<file path="src/rtl/memory_pkg.sv">
`default_nettype none
// ============================================================================
//  Module   : memory_pkg
//  Purpose  : Shared encodings for the memory request interface.
//  Revision : 1.0  initial release
// ============================================================================
package memory_pkg;

    localparam logic c_MEM_WR = 1'b1;
    localparam logic c_MEM_RD = 1'b0;

endpackage
`default_nettype wire

</file>
<file path="src/rtl/memory.sv">
`default_nettype none
// ============================================================================
//  Module   : memory
//  Purpose  : Single-port register-array RAM behind a valid/ready handshake.
//  Revision : 1.0  initial release
// ============================================================================
module memory
    import memory_pkg::*;
#(
    parameter  int WIDTH      = 8,
    parameter  int DEPTH      = 32,
    localparam int ADDR_WIDTH = $clog2(DEPTH)
) (
    input  logic                  clk,
    input  logic                  res,
    input  logic                  wr_rd,
    input  logic [ADDR_WIDTH-1:0] addr,
    input  logic [WIDTH-1:0]      wdata,
    output logic [WIDTH-1:0]      rdata,
    input  logic                  valid,
    output logic                  ready
);

    // Flop array rather than a RAM macro so the whole store can clear asynchronously.
    logic [DEPTH-1:0][WIDTH-1:0] r_mem_q;
    logic [DEPTH-1:0][WIDTH-1:0] w_mem_d;
    logic [WIDTH-1:0]            r_rdata_q;
    logic [WIDTH-1:0]            w_rdata_d;
    logic                        r_ready_q;
    logic                        w_ready_d;

    logic w_wr_req;
    logic w_rd_req;

    assign w_wr_req = valid && (wr_rd == c_MEM_WR);
    assign w_rd_req = valid && (wr_rd == c_MEM_RD);

    always_comb begin
        w_mem_d   = r_mem_q;
        w_rdata_d = r_rdata_q;
        w_ready_d = valid;
        if (w_wr_req) begin
            w_mem_d[addr] = wdata;
        end
        if (w_rd_req) begin
            w_rdata_d = r_mem_q[addr];
        end
    end

    always_ff @(posedge clk or posedge res) begin
        if (res) begin
            r_mem_q   <= '0;
            r_rdata_q <= '0;
            r_ready_q <= 1'b0;
        end else begin
            r_mem_q   <= w_mem_d;
            r_rdata_q <= w_rdata_d;
            r_ready_q <= w_ready_d;
        end
    end

    assign rdata = r_rdata_q;
    assign ready = r_ready_q;

endmodule
`default_nettype wire

</file>
<file path="config.mk">
export PLATFORM = sky130hd
export DESIGN_NAME = memory
export DESIGN_NICKNAME = d
export VERILOG_FILES = /design/src/rtl/memory_pkg.sv /design/src/rtl/memory.sv
export SDC_FILE = /design/constraint.sdc
export NUM_CORES = 1
export LEC_CHECK = 0
export ABC_CLOCK_PERIOD_IN_PS = 11800
export CELL_PAD_IN_SITES_DETAIL_PLACEMENT = 1
export CELL_PAD_IN_SITES_GLOBAL_PLACEMENT = 2
export CORE_ASPECT_RATIO = 1.1
export CORE_MARGIN = 4
export CORE_UTILIZATION = 30
export DETAILED_ROUTE_END_ITERATION = 10
export GPL_ROUTABILITY_DRIVEN = 0
export GPL_TIMING_DRIVEN = 0
export PLACE_DENSITY_LB_ADDON = 0.1
export SYNTH_ARGS = -nofsm -noshare
export SYNTH_HDL_FRONTEND = slang
export SYNTH_SLANG_ARGS = --single-unit
</file>
<file path="constraint.sdc">
create_clock -name clk -period 11.8 [get_ports clk]
set_input_delay 2.36 -clock clk [delete_from_list [all_inputs] [get_ports clk]]
set_output_delay 2.36 -clock clk [all_outputs]
set_load 0.02 [all_outputs]
</file>
== Word-level counts from Yosys, hierarchy flattened ==
Cells that the tools add are included.

* Register bits after elaboration: 265
* Input bits: 17
* Output and inout port bits: 9
* Word-level logic and storage cells: 45

* Order comparisons: 2
* Muxes and demuxes: 5
* Bitwise logic cells: 1
* Reductions and logical operators: 3

{| class="wikitable"
|+ Operator list
! operator !! count
|-
| bitwise mux 256 bit || 1
|-
| binary-select mux 8 bit (select 5 bit) || 1
|-
| demux 8 bit (select 5 bit) || 1
|-
| two-way mux 8 bit || 2
|-
| < comparator 5 x 6 -> 1 bit, second input constant || 1
|-
| >= comparator 5 x 1 -> 1 bit, second input constant || 1
|-
| logical AND 1 bit || 3
|-
| NOT 1 bit || 1
|}

== Longest topological paths before layout ==
Gate-level depths: netlist (run 1).

* Word-level depth: 5
* Depth in mapped cells: 8
* Gate-level depth less buffers: 4

== Worst setup path after synthesis (run 1) ==
No wires, ideal clock.

* Path kind: input -> register
* From: input addr[0]
* To: register r_rdata_q[2], in the netlist rdata[2]
* Setup time: 133 ps
* Arrival: 3691 ps
* Data required time: 11667 ps
* Slack: 7976 ps
* Stages: 7
* Path buffers: 3
* Cell sequence: buf_6 -> buf_6 -> buf_4 -> mux2_2 -> a22o_1 -> a211oi_1 -> a31oi_1

* Cells in the longest elaborated chain, start to end: 2

{| class="wikitable"
|+ RTL lines
! item !! RTL line !! RTL
|-
| start: declaration || memory.sv:17 || <nowiki>input logic [ADDR_WIDTH-1:0] addr,</nowiki>
|-
| binary-select mux 8 bit (select 5 bit) || memory.sv:46 || <nowiki>w_rdata_d = r_mem_q[addr];</nowiki>
|-
| two-way mux 8 bit (not written as such) || memory.sv:46 ||
|-
| end signal: assignment || memory.sv:57 || <nowiki>r_rdata_q <= w_rdata_d;</nowiki>
|-
| end: declaration || memory.sv:27 || <nowiki>logic [WIDTH-1:0] r_rdata_q;</nowiki>
|}

No other way between the ends. The select of a mux whose other input is x is not followed.
A chain may end at the register's enable or synchronous reset.

== Worst setup path after layout (run 1) ==
* From: input addr[1]
* To: register r_rdata_q[5], in the netlist rdata[5]

Same word-level chain as after synthesis.

==> results of run 1 <==
## cell families (layout without fill, tap and decap cells)
logic type | Yosys count | count (layout) | share of synthesized area (%)
AO/OA/AOI/OAI | 55 | 55 | 3.25
buffers and inverters | 60 | 145 | 2.82
flip-flops | 265 | 265 | 53.6
multiplexers | 341 | 341 | 34.9
other | 0 | 1 | 0
AND/OR/NAND/NOR | 99 | 99 | 5.41
## layout by cell type, fill, tap and decap left out, drive strengths merged, types with 2 or more instances in the layout
master / n
inv: 7
bufinv: 2
clkbuf: 79
o22ai: 8
mux4: 43
clkdlybuf4s50: 23
a211oi: 2
dfrtp: 265
a32o: 3
a21oi: 3
nor3b: 5
a31oi: 7
nor2: 32
nand4: 2
a22oi: 12
o211ai: 2
a41oi: 4
nand2b: 8
nand3b: 2
nand3: 2
o21ai: 4
a22o: 6
buf: 30
nand2: 16
clkinv: 4
mux2: 258
mux2i: 40
nor3: 6
and2: 3
nor4: 5
nor2b: 7
and3: 3
## metal layers
layer | global-route usage, % | vias to the layer above
li1 | - | 3200
met1 | 27.2 | 4184
met2 | 32.3 | 181
met3 | 3.12 | 87
met4 | 8.51 | 2
met5 | 0 | -
## worst reg2reg max path, stage by stage (launching register included)
cell	delay [ns]
dfrtp_1	0.38
mux4_2	0.48
a22o_1	0.26
nor4_1	0.74
a31oi_1	0.19
## sequential cells by signal, indices dropped and copies added (netlist names)
register / count
ready: 1
rdata: 8
r_mem_q: 256
## synthesized netlist by cell type, drive strengths merged (2+ instances only)
master	count	share of area [%]
nor2	32	1.6
nor3	6	0.32
nand2	16	0.69
nor4	5	0.25
a41oi	4	0.28
mux2i	40	3.2
nand3	2	0.12
inv	4	0.12
a31oi	7	0.35
nor2b	7	0.35
o22ai	8	0.40
a22oi	12	0.73
clkbuf	28	0.85
nand3b	2	0.18
mux2	258	24
nor3b	5	0.43
o211ai	2	0.12
and2	3	0.15
a21oi	3	0.12
mux4	43	7.8
nand4	2	0.20
dfrtp	265	54
a22o	6	0.43
a211oi	2	0.12
a32o	3	0.24
and3	3	0.15
nand2b	8	0.47
buf	28	1.9
o21ai	4	0.16
## report_power, final
part,switching [mW],internal (mW)
logic,0.165,0.167
clock network,0.407,0.654
registers,0.0645,1.03
## area by class of cell
type                       instances  area [µm²]  area share [%]
antenna                            1        2.50          0.0173
buffer                            56         334            2.31
clock buffer                      51        1040            7.19
clock inverter                     9         106           0.736
inverter                           4        22.5           0.156
multi-input combinational        495        5380            37.3
sequential                       265        6630            45.9
tap                              513         642            4.44
timing repair buffer              25         285            1.97
## worst min-delay path by stage
stage | start | end | slack (ns) | cells after the start
2_1_floorplan | r_mem_q[147]$_DFFE_PP0P_ | r_mem_q[147]$_DFFE_PP0P_ | 0.46 | 1
3_3_place_gp | r_mem_q[147]$_DFFE_PP0P_ | r_mem_q[147]$_DFFE_PP0P_ | 0.47 | 1
3_5_place_dp | r_mem_q[147]$_DFFE_PP0P_ | r_mem_q[147]$_DFFE_PP0P_ | 0.48 | 1
4_1_cts | r_mem_q[147]$_DFFE_PP0P_ | r_mem_q[147]$_DFFE_PP0P_ | 0.49 | 1
5_1_grt | r_mem_q[181]$_DFFE_PP0P_ | r_mem_q[181]$_DFFE_PP0P_ | 0.51 | 1
6_report | r_mem_q[147]$_DFFE_PP0P_ | r_mem_q[147]$_DFFE_PP0P_ | 0.49 | 1
==> metrics, run 1 <==
drt wl/cell 31.3 µm; Place WS 6.51 ns; met2 WL 21,000 µm; Setup-failing EPs final 0; via count 7,654; post-route insts no fill 1,419; core footprint 40,500 µm²; post-cts resize count 0; Primary FF master, synth dfrtp_1; clock buffer depth 3; largest net degree at the start of global routing 94; Slew @ Worst Pin 1.09 ns; ys async rst share 100%; Fin Hold WS 0.485 ns; period utilisation layout 40.7%; RSZ-0062 raised after global routing no; cts bufs inserted 36; family with the most delay on the worst path buffers and inverters; Critical Path End rdata[5]$_DFFE_PP0P_; Setup crit end kind register; met3 wire len 1600 µm; Post-Syn Instances 820; R2R cell count 4; routed length on met1 19,800 µm; first-pass GRT wire length 64,500 µm; residual DRC count 0; Yosys reg bits 265; ANT nets after route 0; Worst R2R Setup Slack 9.60 ns; Final Skew 0.0202 ns; initial antenna violation count 6; Slew Limit Fails 0; Post-synth EDFFs 0; I/O pin cnt 26; LEAKAGE 6.50 nW; fraction of layout cells with a size suffix above 1 46.7%; DRT Pass-1 Iters 5; slowest CP cell clkbuf_1; status complete, no violations; largest stage delay on the critical path 0.83 ns; WP data required 12.17 ns; HPWL after DPL 30,600 µm; Worst VDD drop 0.0000832 V; origin of the critical flop-to-flop path r_mem_q[92]$_DFFE_PP0P_; Cells after DPL 1,358; Critical Path Fanout Max 10; startpoint types input port; final-layout fill cell count 4,170; setup tns final 0 ns; syn nets 837; die height 221 µm; Final Hold Viols 0; clock slew at reported path FFs 0.05 ns; Worst Path Buf+Inv 3; final core occ 35.7%; H-tree depth 2; syn_area_per_cell 15.1 µm²; num rows 77; Area Growth Syn to Fin 16.8%; Total Nets Final 900; Iteration-0 DRC Markers 342; CP Launch Point addr[1]; # port buffers 23; Die Width 202 µm; max-cap violations 0; Synth Cell Area 12,400 µm²; Seq/Total Area, Yosys 53.6%; final wirelength 44,500 µm; Distinct cells, synth 55; worst r2r dst rdata[4]$_DFFE_PP0P_; vias in the first global route 8,613; clock tree sinks 265; Root Buffer clkbuf_16; max layer used met5; GR Overflow Total 0; PD cells 172 nW/µm²; GRT Total Usage 20.1%; slew margin rel. 27.6%; cts hold-fix bufs 0; TritonCTS clock tree done; Setup Fix Bufs, Post-CTS 0; Crit. path cell count 6; total die area 44,500 µm²; final instance area 14,400 µm²; Power Total 2.49 mW; critical path class input port to register; clock latency on the worst-skew pair 0.54 ns; Period minus WS final 4.80 ns; DR vias/cell 5.39; hold crit path type register to register; crit path DAT 5.17 ns; YS warnings 0; crit-path cells clkdlybuf4s50_1, buf_6, clkbuf_1, mux4_2, a22oi_1, a41oi_1; crit path setup slack, layout 7.00 ns; Initial Util 30.6%; fmax 0.208 GHz; post-placement cell area 13,300 µm²
Power figures use the tool's default switching activity.
==> run 2: changes to the inputs <==
--- a/config.mk
+++ b/config.mk
@@ -5,7 +5,7 @@
 export SDC_FILE = /design/constraint.sdc
 export NUM_CORES = 1
 export LEC_CHECK = 0
-export ABC_CLOCK_PERIOD_IN_PS = 11800
+export ABC_CLOCK_PERIOD_IN_PS = 4930
 export CELL_PAD_IN_SITES_DETAIL_PLACEMENT = 1
 export CELL_PAD_IN_SITES_GLOBAL_PLACEMENT = 2
 export CORE_ASPECT_RATIO = 1.1
==> constraint.sdc (replaced) <==
create_clock -name clk -period 4.93 [get_ports clk]
set_input_delay 0.986 -clock clk [delete_from_list [all_inputs] [get_ports clk]]
set_output_delay 0.986 -clock clk [all_outputs]
set_load 0.02 [all_outputs]
==> run 2 against run 1 <==
Effect of this change:
- combinational power up 140%
- power rose by 130%
- register-to-register slack got worse by 6.9 ns
- critical path depth stayed put
- largest cell class unchanged
- largest power group unchanged
- highest routed layer is now met4
==> metrics, run 2 (synthesized netlist as in run 1, its figures left out) <==
Iteration-0 DRC Markers 428 (+25%); fraction of layout cells with a size suffix above 1 46.7% (about the same); largest net degree at the start of global routing 45 (-52%); Setup Fix Bufs, Post-CTS 0 (unchanged); total die area 44,500 µm² (unchanged); cts bufs inserted 31 (-14%); largest stage delay on the critical path 0.84 ns (about the same); residual DRC count 0 (unchanged); origin of the critical flop-to-flop path r_mem_q[92]$_DFFE_PP0P_; Setup crit end kind register; post-route insts no fill 1,417 (-0.14%); via count 7,677 (+0.30%); commonest non-fill, non-tap cell in the layout dfrtp_1; cts hold-fix bufs 0 (unchanged); post-cts resize count 0 (unchanged); TritonCTS clock tree done; clock latency on the worst-skew pair 0.59 ns (+0.05 ns); Cells after DPL 1,362 (+0.29%); WP data required 5.35 ns (-6.82 ns); crit path DAT 3.81 ns (-1.36 ns); Period minus WS final 3.39 ns; final core occ 35.5% (-0.24 points); GRT Total Usage 19.9% (-0.19 points); HPWL after DPL 31,100 µm (+1.6%); Die Width 202 µm (unchanged); Critical Path Fanout Max 10 (unchanged); fmax 0.295 GHz; Worst Path Buf+Inv 3 (unchanged); ANT nets after route 0 (unchanged); slew margin rel. 25.8% (-1.8 points); worst r2r dst rdata[4]$_DFFE_PP0P_; I/O pin cnt 26 (unchanged); drt wl/cell 31.6 µm (+0.80%); LEAKAGE 6.44 nW (-0.85%); period utilisation layout 68.7%; GR Overflow Total 0 (unchanged); family with the most delay on the worst path buffers and inverters; Root Buffer clkbuf_16; R2R cell count 4 (unchanged); status complete, no violations; Total Nets Final 899 (-0.11%); core footprint 40,500 µm² (unchanged); most frequent cells in the layout 265 x dfrtp_1, 247 x mux2_2, 43 x mux4_2; max reg flops 256 (unchanged); Final Hold Viols 0 (unchanged); Worst R2R Setup Slack 2.72 ns (-6.88 ns); DR vias/cell 5.42 (+0.44%); setup tns final 0 ns (unchanged); Worst VDD drop 0.000248 V (+200%); Slew Limit Fails 0 (unchanged); Setup-failing EPs final 0 (unchanged); startpoint types input port; WHS Path Cells 1 (unchanged); GR peak layer met2; Fin Hold WS 0.500 ns (+0.0142 ns); # port buffers 23 (unchanged); DRT Pass-1 Iters 4 (-1); crit-path cells clkdlybuf4s50_1, buf_6, clkbuf_1, mux4_2, a22oi_1, a41oi_1; die height 221 µm (unchanged); hold crit path type register to register; GR Layer Usage met1 27.0% (-0.24 points); Hold Path Sink r_mem_q[147]$_DFFE_PP0P_; first-pass GRT wire length 64,200 µm (-0.44%); GRT met2 Usage 33.0% (+0.67 points); met3 GRT Util 3.10% (-0.015 points); Area Growth Syn to Fin 16.0%; Initial Util 30.6% (unchanged); Reg with most FFs r_mem_q; max-cap violations 0 (unchanged); num rows 77 (unchanged); clock buffer depth 3 (unchanged); critical path class input port to register; vias in the first global route 8,510 (-1.2%); clock tree sinks 265 (unchanged); H-tree depth 1 (-1); Hold Startpoint r_mem_q[147]$_DFFE_PP0P_; Slew @ Worst Pin 1.11 ns (+0.0277 ns); final wirelength 44,700 µm (+0.66%); Final Skew 0.0178 ns (-0.00234 ns); slowest CP cell clkbuf_1; PD cells 395 nW/µm² (+130%); clock slew at reported path FFs 0.06 ns (about the same); initial antenna violation count 3 (-3); RSZ-0062 raised after global routing no
[run 2: final cells by class]
type	instances	area (µm²)
Clock inverter	5	31.3
Buffer	56	334
Inverter	4	18.8
Antenna cell	1	2.50
Multi-Input combinational cell	495	5380
Tap cell	513	642
Clock buffer	49	953
Fill cell	4163	26100
Timing Repair Buffer	29	350
Sequential cell	265	6630
[run 2: power breakdown]
group	switching (mW)	internal [mW]
Combinational	0.398	0.404
Sequential	0.156	2.46
Clock	0.933	1.31
[run 2: through the flow]
| stage | power (mW) | setup slack (ns) | instance area (µm²) |
|---|---|---|---|
| floorplan | 3.14 | 0.446 | 12400 |
| global placement | 3.41 | -1.47 | 13200 |
| detailed placement | 3.47 | 1.02 | 13400 |
| CTS | 5.74 | 1.62 | 14300 |
| global route | 5.91 | 1.54 | 14300 |
| finish | 5.66 | 1.54 | 14300 |
[run 2: worst max-delay path by stage]
| stage | slack [ns] | start | to | cells after the start |
|---|---|---|---|---|
| after CTS | 1.62 | addr[1] | rdata[5]$_DFFE_PP0P_ | 6 |
| final | 1.54 | addr[1] | rdata[5]$_DFFE_PP0P_ | 6 |
| after detailed placement | 1.02 | addr[1] | rdata[5]$_DFFE_PP0P_ | 6 |
| after global placement | -1.47 | res | r_mem_q[23]$_DFFE_PP0P_ | 2 |
| after floorplan | 0.45 | res | r_mem_q[0]$_DFFE_PP0P_ | 1 |
| after global routing | 1.54 | addr[1] | rdata[4]$_DFFE_PP0P_ | 7 |
[run 2: per-layer routing]
metal | vias to the layer above | wire [µm]
li1 | 3192 | -
met1 | 4247 | 20300
met2 | 163 | 21400
met3 | 75 | 1630
met4 | 0 | 1490
met5 | - | 0
==> run 3: changes to the inputs <==
--- a/config.mk
+++ b/config.mk
@@ -5,7 +5,7 @@
 export SDC_FILE = /design/constraint.sdc
 export NUM_CORES = 1
 export LEC_CHECK = 0
-export ABC_CLOCK_PERIOD_IN_PS = 4930
+export ABC_CLOCK_PERIOD_IN_PS = 2810
 export CELL_PAD_IN_SITES_DETAIL_PLACEMENT = 1
 export CELL_PAD_IN_SITES_GLOBAL_PLACEMENT = 2
 export CORE_ASPECT_RATIO = 1.1
==> constraint.sdc (replaced) <==
create_clock -name clk -period 2.81 [get_ports clk]
set_input_delay 0.562 -clock clk [delete_from_list [all_inputs] [get_ports clk]]
set_output_delay 0.562 -clock clk [all_outputs]
set_load 0.02 [all_outputs]
==> run 3 against run 2 <==
Effect of this change:
- first-iteration DRC count down 6.5%
- cell area about the same
- clock power up 76%
- critical path depth up 1
- largest cell class unchanged
==> metrics, run 3 (synthesized netlist as in run 1, its figures left out) <==
status complete, no violations; HPWL after DPL 31,100 µm (unchanged); Cells after DPL 1,362 (unchanged); Worst R2R Setup Slack 0.84 ns (-1.88 ns); # port buffers 23 (unchanged); die height 221 µm (unchanged); R2R cell count 4 (unchanged); via count 7,648 (-0.38%); Period minus WS final 2.80 ns; ANT nets after route 0 (unchanged); final-layout fill cell count 4,163 (unchanged); slowest CP cell clkdlybuf4s50_1; Slew Limit Fails 0 (unchanged); clock tree sinks 265 (unchanged); Setup-failing EPs final 0 (unchanged); cts hold-fix bufs 0 (unchanged); Final Hold Viols 0 (unchanged); crit-path cells clkdlybuf4s50_1, buf_6, buf_4, buf_2, mux4_2, a22oi_1, a41oi_1; Final Skew 0.0202 ns (+0.00241 ns); Critical Path Fanout Max 10 (unchanged); post-route insts no fill 1,417 (unchanged); Die Width 202 µm (unchanged); Slew @ Worst Pin 1.04 ns (-0.0709 ns); WP data required 3.23 ns (-2.12 ns); RSZ-0062 raised after global routing no; TritonCTS clock tree done; clock buffer depth 3 (unchanged); vias in the first global route 8,510 (unchanged); fmax 0.357 GHz; initial antenna violation count 3 (unchanged); startpoint types input port; H-tree depth 1 (unchanged); Area Growth Syn to Fin 16.1% (about the same); GRT Total Usage 19.9% (unchanged); LEAKAGE 6.45 nW (about the same); num rows 77 (unchanged); Sequential Area 6630 µm² (unchanged); Place WS -0.680 ns (-1.70 ns); Initial Util 30.6% (unchanged); crit path setup slack, layout 0.0121 ns (-1.53 ns); Worst Path Buf+Inv 4 (+1); hold crit path type input port to async pin; setup tns final 0 ns (unchanged); DR vias/cell 5.40 (-0.38%); I/O pin cnt 26 (unchanged); max-cap violations 0 (unchanged); Setup crit end kind register; Iteration-0 DRC Markers 400 (-6.5%); fraction of layout cells with a size suffix above 1 47.0% (+0.22 points); GR Overflow Total 0 (unchanged); PD cells 692 nW/µm² (+75%); largest net degree at the start of global routing 45 (unchanged); Reg with most FFs r_mem_q; commonest non-fill, non-tap cell in the layout dfrtp_1; crit path DAT 3.22 ns (-0.59 ns); total die area 44,500 µm² (unchanged); Total Nets Final 899 (unchanged); largest stage delay on the critical path 0.60 ns (-0.24 ns); max reg flops 256 (unchanged); Multi-input gate area 5390 µm² (+0.12%); most frequent cells in the layout 265 x dfrtp_1, 247 x mux2_2, 43 x mux4_2; Root Buffer clkbuf_16; core footprint 40,500 µm² (unchanged); first-pass GRT wire length 64,200 µm (unchanged); clock latency on the worst-skew pair 0.60 ns (about the same); family with the most delay on the worst path buffers and inverters; worst r2r dst rdata[7]$_DFFE_PP0P_; DRT Pass-1 Iters 5 (+1); final wirelength 44,700 µm (about the same); Worst VDD drop 0.000437 V (+76%); cts bufs inserted 31 (unchanged); clock slew at reported path FFs 0.06 ns (about the same); critical path class input port to register; origin of the critical flop-to-flop path r_mem_q[87]$_DFFE_PP0P_; period utilisation layout 99.6%; residual DRC count 0 (unchanged); slew margin rel. 30.1% (+4.3 points); drt wl/cell 31.6 µm (about the same)
==> run 3: cell types whose count changed in the layout (fill, tap and decap cells not counted) <==
| cell | change |
|---|---|
| nor4_2 | +1 |
| clkbuf_1 | -1 |
| clkbuf_2 | +1 |
| nor4_1 | -1 |
==> run 3: stage by stage <==
step	cell area, µm²	hold slack, ns	utilization, %	power [mW]
5_1_grt	14400	0.514	35.5	10.4
3_3_place_gp	13200	0.470	32.7	5.98
6_report	14400	0.496	35.5	9.94
3_5_place_dp	13400	0.484	33.0	6.09
2_1_floorplan	12400	0.457	-	5.51
4_1_cts	14300	0.496	35.5	10.1
==> run 3: how the worst max path moves through the flow <==
stage,from,endpoint,cells past startpoint,slack [ns]
after global placement,res,r_mem_q[23]$_DFFE_PP0P_,2,-3.17
final,addr[1],rdata[5]$_DFFE_PP0P_,7,0.01
after CTS,addr[1],rdata[5]$_DFFE_PP0P_,7,0.04
after global routing,addr[1],rdata[5]$_DFFE_PP0P_,7,0.01
after floorplan,res,r_mem_q[0]$_DFFE_PP0P_,1,-1.25
after detailed placement,addr[1],rdata[5]$_DFFE_PP0P_,6,-0.68
==> run 3: area by class of cell <==
class | instances | area share [%]
clock buffers | 49 | 6.64
diodes | 1 | 0.0174
inverters | 4 | 0.131
well taps | 513 | 4.47
plain buffers | 56 | 2.34
clock inverters | 5 | 0.218
multi-input cells | 495 | 37.5
flip-flops and latches | 265 | 46.2
repair buffers | 29 | 2.44
==> run 3: report_power, final <==
| group | total [mW] | internal [mW] | switching (mW) |
|---|---|---|---|
| Sequential | 4.60 | 4.32 | 0.274 |
| Combinational | 1.41 | 0.710 | 0.696 |
| Clock | 3.94 | 2.29 | 1.64 |
| Total | 9.94 | 7.33 | 2.61 |
==> run 3: repair_timing <==
action                                 4_1_cts  5_1_grt
setup buffers                                0        0
setup endpoints to repair                    2        1
resized for setup                            1        1
endpoints found under the hold margin        0        0
pin swaps                                    0        0
==> run 3: per-layer routing <==
metal  global-route usage [%]  wire, µm  up-vias
li1                         -         -     3186
met1                     27.0     20000     4214
met2                     33.0     21400      171
met3                     3.10      1790       77
met4                     6.40      1510        0
met5                        0         0        -
